`src/rtl/axis_spi_cfg_tx_if.sv`:
```
// Valid/ready word stream used for both the command input and the readback output.
interface axis_spi_cfg_tx_if #(
  parameter int DATA_WIDTH = 24
);
  logic [DATA_WIDTH-1:0] tdata;
  logic                  tvalid;
  logic                  tready;

  modport master (output tdata, output tvalid, input tready);
  modport slave  (input tdata, input tvalid, output tready);
endinterface

```
`src/rtl/axis_spi_cfg_tx.sv`:
```
// Stream-to-SPI (mode 0) command shifter with optional readback; one frame per accepted command.
// Commands stall (tready low) while a frame is in flight or a readback word waits for its consumer.
module axis_spi_cfg_tx #(
  parameter int DATA_WIDTH = 24,
  parameter int CLK_DIV    = 2,
  parameter int CS_SETUP   = 2,
  parameter int CS_HOLD    = 2,
  parameter int CS_IDLE    = 4
) (
  input  logic              aclk,
  input  logic              aresetn,
  axis_spi_cfg_tx_if.slave  s_axis,
  axis_spi_cfg_tx_if.master m_axis,
  output logic              spi_csn,
  output logic              spi_sck,
  output logic              spi_sdo,
  input  logic              spi_sdi
);

  localparam int BW   = $clog2(DATA_WIDTH) + 1;
  localparam int PW   = $clog2(CLK_DIV) + 1;
  localparam int TMAX = (CS_SETUP > CS_HOLD) ? ((CS_SETUP > CS_IDLE) ? CS_SETUP : CS_IDLE)
                                             : ((CS_HOLD  > CS_IDLE) ? CS_HOLD  : CS_IDLE);
  localparam int TW   = $clog2(TMAX) + 1;

  localparam logic [2:0] IDLE  = 3'd0;
  localparam logic [2:0] SETUP = 3'd1;
  localparam logic [2:0] SHIFT = 3'd2;
  localparam logic [2:0] HOLD  = 3'd3;
  localparam logic [2:0] GAP   = 3'd4;

  logic [2:0]            state_q, state_d;
  logic [TW-1:0]         tmr_q, tmr_d;
  logic [BW-1:0]         bit_q, bit_d;
  logic [PW-1:0]         ph_q, ph_d;
  logic [DATA_WIDTH-2:0] tx_q, tx_d;
  logic [DATA_WIDTH-1:0] rx_q, rx_d;
  logic                  rd_q, rd_d;
  logic                  csn_q, csn_d;
  logic                  sck_q, sck_d;
  logic                  sdo_q, sdo_d;
  logic [DATA_WIDTH-1:0] mdat_q, mdat_d;
  logic                  mvld_q, mvld_d;
  logic                  run_q;
  logic                  cmd_rdy;

  // run_q keeps tready low until the first edge after reset release.
  assign cmd_rdy       = (state_q == IDLE) && !mvld_q && run_q;
  assign s_axis.tready = cmd_rdy;
  assign m_axis.tdata  = mdat_q;
  assign m_axis.tvalid = mvld_q;
  assign spi_csn       = csn_q;
  assign spi_sck       = sck_q;
  assign spi_sdo       = sdo_q;

  always_comb begin
    state_d = state_q;
    tmr_d   = tmr_q;
    bit_d   = bit_q;
    ph_d    = ph_q;
    tx_d    = tx_q;
    rx_d    = rx_q;
    rd_d    = rd_q;
    csn_d   = csn_q;
    sck_d   = sck_q;
    sdo_d   = sdo_q;
    mdat_d  = mdat_q;
    mvld_d  = mvld_q;

    if (mvld_q && m_axis.tready) mvld_d = 1'b0;

    case (state_q)
      IDLE: begin
        if (s_axis.tvalid && cmd_rdy) begin
          state_d = SETUP;
          tx_d    = s_axis.tdata[DATA_WIDTH-2:0];
          rd_d    = s_axis.tdata[DATA_WIDTH-1];
          sdo_d   = s_axis.tdata[DATA_WIDTH-1];
          rx_d    = '0;
          csn_d   = 1'b0;
          sck_d   = 1'b0;
          tmr_d   = TW'(CS_SETUP - 1);
        end
      end
      SETUP: begin
        if (tmr_q == '0) begin
          state_d = SHIFT;
          ph_d    = PW'(CLK_DIV - 1);
          bit_d   = '0;
        end else begin
          tmr_d = tmr_q - 1'b1;
        end
      end
      SHIFT: begin
        if (ph_q == '0) begin
          ph_d  = PW'(CLK_DIV - 1);
          sck_d = ~sck_q;
          if (!sck_q) begin
            // SDI has been stable since the previous falling edge.
            rx_d = {rx_q[DATA_WIDTH-2:0], spi_sdi};
          end else if (bit_q == BW'(DATA_WIDTH - 1)) begin
            state_d = HOLD;
            tmr_d   = TW'(CS_HOLD - 1);
          end else begin
            bit_d = bit_q + 1'b1;
            sdo_d = tx_q[DATA_WIDTH-2];
            tx_d  = tx_q << 1;
          end
        end else begin
          ph_d = ph_q - 1'b1;
        end
      end
      HOLD: begin
        if (tmr_q == '0) begin
          state_d = GAP;
          csn_d   = 1'b1;
          sdo_d   = 1'b0;
          tmr_d   = TW'(CS_IDLE - 1);
          if (rd_q) begin
            mdat_d = rx_q;
            mvld_d = 1'b1;
          end
        end else begin
          tmr_d = tmr_q - 1'b1;
        end
      end
      GAP: begin
        if (tmr_q == '0) state_d = IDLE;
        else             tmr_d   = tmr_q - 1'b1;
      end
      default: state_d = IDLE;
    endcase
  end

  always_ff @(posedge aclk or negedge aresetn) begin
    if (!aresetn) begin
      state_q <= IDLE;
      tmr_q   <= '0;
      bit_q   <= '0;
      ph_q    <= '0;
      tx_q    <= '0;
      rx_q    <= '0;
      rd_q    <= 1'b0;
      csn_q   <= 1'b1;
      sck_q   <= 1'b0;
      sdo_q   <= 1'b0;
      mdat_q  <= '0;
      mvld_q  <= 1'b0;
      run_q   <= 1'b0;
    end else begin
      state_q <= state_d;
      tmr_q   <= tmr_d;
      bit_q   <= bit_d;
      ph_q    <= ph_d;
      tx_q    <= tx_d;
      rx_q    <= rx_d;
      rd_q    <= rd_d;
      csn_q   <= csn_d;
      sck_q   <= sck_d;
      sdo_q   <= sdo_d;
      mdat_q  <= mdat_d;
      mvld_q  <= mvld_d;
      run_q   <= 1'b1;
    end
  end

endmodule

```
`src/flat_wrapper.sv`:
```
// flat-port wrapper written by rule: the top's interface ports become plain ports
module axis_spi_cfg_tx_flat 
#(
  parameter int DATA_WIDTH = 24,
  parameter int CLK_DIV    = 2,
  parameter int CS_SETUP   = 2,
  parameter int CS_HOLD    = 2,
  parameter int CS_IDLE    = 4
)
  (aclk, aresetn, spi_csn, spi_sck, spi_sdo, spi_sdi, s_axis_tdata, s_axis_tvalid, s_axis_tready, m_axis_tdata, m_axis_tvalid, m_axis_tready);
  axis_spi_cfg_tx_if #(.DATA_WIDTH(DATA_WIDTH)) s_axis_i ();
  axis_spi_cfg_tx_if #(.DATA_WIDTH(DATA_WIDTH)) m_axis_i ();
  input  logic aclk;
  input  logic aresetn;
  output logic spi_csn;
  output logic spi_sck;
  output logic spi_sdo;
  input  logic spi_sdi;
  input wire logic [$bits(s_axis_i.tdata)-1:0] s_axis_tdata;
  input wire logic [$bits(s_axis_i.tvalid)-1:0] s_axis_tvalid;
  output wire logic [$bits(s_axis_i.tready)-1:0] s_axis_tready;
  output wire logic [$bits(m_axis_i.tdata)-1:0] m_axis_tdata;
  output wire logic [$bits(m_axis_i.tvalid)-1:0] m_axis_tvalid;
  input wire logic [$bits(m_axis_i.tready)-1:0] m_axis_tready;
  assign s_axis_i.tdata = s_axis_tdata;
  assign s_axis_i.tvalid = s_axis_tvalid;
  assign s_axis_tready = s_axis_i.tready;
  assign m_axis_tdata = m_axis_i.tdata;
  assign m_axis_tvalid = m_axis_i.tvalid;
  assign m_axis_i.tready = m_axis_tready;
  axis_spi_cfg_tx #(.DATA_WIDTH(DATA_WIDTH), .CLK_DIV(CLK_DIV), .CS_SETUP(CS_SETUP), .CS_HOLD(CS_HOLD), .CS_IDLE(CS_IDLE)) u_core (.aclk(aclk), .aresetn(aresetn), .s_axis(s_axis_i), .m_axis(m_axis_i), .spi_csn(spi_csn), .spi_sck(spi_sck), .spi_sdo(spi_sdo), .spi_sdi(spi_sdi));
endmodule
```
`config.mk`:
```
export PLATFORM = sky130hd
export DESIGN_NAME = axis_spi_cfg_tx_flat
export DESIGN_NICKNAME = d
export VERILOG_FILES = /design/src/rtl/axis_spi_cfg_tx_if.sv /design/src/rtl/axis_spi_cfg_tx.sv /design/src/flat_wrapper.sv
export SDC_FILE = /design/constraint.sdc
export NUM_CORES = 1
export LEC_CHECK = 0
export BUFFER_PORTS_ARGS = -buffer_cell sky130_fd_sc_hd__buf_2
export CAP_MARGIN = 10
export CORE_UTILIZATION = 50
export CTS_CLUSTER_DIAMETER = 60
export DETAILED_ROUTE_END_ITERATION = 7
export PLACE_DENSITY = 0.7
export SLEW_MARGIN = 20
export SYNTH_ARGS = -nofsm -noshare
export SYNTH_HDL_FRONTEND = slang
export SYNTH_SLANG_ARGS = --single-unit
```
`constraint.sdc`:
```
create_clock -name aclk -period 2 [get_ports aclk]
set_clock_uncertainty 0.1 [all_clocks]
set_input_delay 0.3 -clock aclk [delete_from_list [all_inputs] [get_ports aclk]]
set_output_delay 0.3 -clock aclk [all_outputs]
set_load 0.03 [all_outputs]
```
==> flow_summary.ini <==
[placement]
gp_routability_congestion = 0.831
place_inst = 518
place_area_sq_mm = 0.00463
port_buffers = 57
dp_hpwl_um = 5450

[worst_hold_path]
holdPathStages = 2
worstHoldStart = m_axis_tready
hp-class = in -> reg

[die]
fp.dieW_um = 92
boundaryPins = 58
rows = 32
start_util_pct = 52.1
die_area_sq_mm = 0.00846
fp.dieH_um = 92
coreArea_sq_mm = 0.00777

[run_status]
status = complete, no violations

[power_and_ir_drop]
p_leak_nw = 2.51
pwr-share-comb_pct = 39.4
switching_share_pct = 34.6
p_seq_share_pct = 38.8
power.internal_mw = 4.22
p_sw_mw = 2.23
p_per_area_mw_per_mm2 = 1300
power.share.clock_pct = 21.9
vdd_drop_max_mv = 0.496

[cells_and_area]
nets = 467
diodes = 0
drive_above_1_share_pct = 38.6
final_cell_mix = 86 x dfrtp_1, 73 x nand2_1, 55 x buf_2
final_common_cell = dfrtp_1
fillers = 641
fin_area_sq_mm = 0.00497
fin_cells = 542
syn_to_final_growth_pct = 22.6

[timing]
hold_viol_final = 0
fin_crit_ps = 1940
relSlewSlack_pct = 63.1
timing.final.crit_share_pct = 97.1
slew_viol_final = 0
worst_pin_slew_ps = 549
rsz0062_at_grt = true
fmax_ghz = 0.515
setup_viol = 0

[critical_path]
path_class = reg -> reg
cp_data_arrival_time_ps = 2070
worstReg2RegStart = u_core.tmr_q[0]
crit_start = u_core.tmr_q[0]
worstPathRequired_ps = 2130
crit_fanout = 4
endpoint_kind = register
critPathLaunchType = register
rr_worst_depth = 6

[grt]
antenna_found_initial = 0
grt_overflow = 0
grt_pass1_vias = 2887
grt_usage_pct = 20.5
grt_max_degree = 41
grt_first_pass_wirelength_um = 13700

[job]
cap_violations = 0

[synthesis]
syn_avg_cell_area_sq_um = 11.5
synth_cells = 352
ys_warn_count = 0
synth_nets = 384
synth-seq-cells = 91
synthDistinctLibCells = 51
synth_ff_type = dfrtp_1
syn-cell-area_sq_mm = 0.00405
seq_area_frac_synth_pct = 56.3
synth_edf_count = 0
synthArstFlopShare_pct = 100

[drt]
vias = 2986
drt-pass1-iter-count = 4
postRouteAntennaNets = 0
drt_iter0_drc = 138
routed_wl_um = 8310
drc = 0
vias_per_cell = 5.51
drt-wirelength-per-cell_um = 15.3

[clocking]
clock_path_buffers = 2
cts_tree = built
clkTransAtPathRegs_ps = 90
insertion_delay_ps = 350
ctsRootBufferMaster = clkbuf_8
h-tree-depth = 3
numClockSinks = 91
cts_inserted_buffers = 9
[synthesized netlist by cell type, types with 3 or more instances]
library cell	n	share of area [%]
mux2_2	48	13
nor2_1	11	1.0
buf_2	6	0.74
ha_1	3	0.93
dfrtp_1	90	56
a22o_1	24	5.2
a21oi_1	3	0.37
inv_1	8	0.74
nand3_1	4	0.49
nand2_1	73	6.8
o211ai_1	4	0.74
nand2b_1	4	0.62
o21ai_0	17	2.1
clkbuf_1	9	0.83
[state kept, by name, summed over array words and instances (netlist names)]
signal / flops
u_core.bit_q: 6
u_core.m_axis.tdata: 24
u_core.m_axis.tvalid: 1
u_core.ph_q: 2
u_core.rd_q: 1
u_core.run_q: 1
u_core.rx_q: 24
u_core.spi_csn: 1
u_core.spi_sck: 1
u_core.spi_sdo: 1
u_core.state_q: 3
u_core.tmr_q: 3
u_core.tx_q: 23
[per-stage QoR]
stage	setup TNS (ps)	power (mW)	worst slack [ps]	util (%)	hold WS, ps
final	0	6.45	58.7	63.9	19.8
after global routing	-22.6	6.86	-9.53	63.9	10.4
after CTS	0	6.34	8.73	63.2	1.28
after detailed placement	0	4.86	29.4	59.6	219
after global placement	0	4.77	104	59.6	216
after floorplan	0	4.14	59.9	-	-95.6
[repair_timing]
item | in CTS | in global routing
gates cloned | 0 | 1
buffers inserted | 4 | 2
hold buffers | 1 | 0
endpoints found under the setup margin | 1 | 26
endpoints found under the hold margin | 36 | 0
pin swaps | 0 | 2
gates resized for setup | 4 | 7
[metal layers]
| layer | vias to the layer above | track usage [%] | routed length (um) |
|---|---|---|---|
| li1 | 1409 | - | - |
| met1 | 1490 | 29.3 | 3970 |
| met2 | 75 | 31.7 | 3870 |
| met3 | 12 | 3.40 | 379 |
| met4 | 0 | 7.68 | 96 |
| met5 | - | 0 | 0 |
[worst max-delay path, stage by stage (launching register included)]
cell and delay (ps):
dfrtp_1 410, inv_1 90, ha_1 200, nand2b_1 90, o2bb2a_1 300, a221oi_2 270
mux2_2 360
[power groups by stage]
stage	registers, mW	logic [mW]	clock network [mW]
2_1_floorplan	2.56	1.59	0
3_3_place_gp	2.56	2.22	0
3_5_place_dp	2.58	2.28	0
4_1_cts	2.49	2.41	1.44
5_1_grt	2.55	2.81	1.50
6_report	2.50	2.54	1.41
[logic make-up (layout without fill, tap and decap cells)]
kind of cell | Yosys count | in the layout | share of synthesized area, %
and+or+nand+nor | 116 | 116 | 13.9
DFF | 91 | 91 | 56.3
AOI/OAI and AO/OA | 64 | 64 | 11.9
muxes | 50 | 50 | 13.8
buffers and inverters | 25 | 113 | 2.69
adders and majority gates | 3 | 3 | 0.927
xor gates and xnor gates | 2 | 2 | 0.433
other | 1 | 1 | 0.0926
[cell type report]
class	count	area (sq um)	area share, %
sequential	91	2280	46.0
clock buffer	10	138	2.77
inverter	8	30.0	0.605
timing repair buffer	89	601	12.1
multi-input combinational	236	1690	34.1
clock inverter	6	93.8	1.89
tap	102	128	2.57
[worst paths after layout]
check,end,slack [ps]
min in group asynchronous,u_core.tmr_q[0],360
hold / removal,u_core.m_axis.tvalid,20
setup / recovery,u_core.spi_sdo,60
setup reg to reg,u_core.spi_sdo,60
max in group asynchronous,u_core.spi_csn,800
hold reg to reg,u_core.m_axis.tdata[18],410
Power figures use the tool's default switching activity.
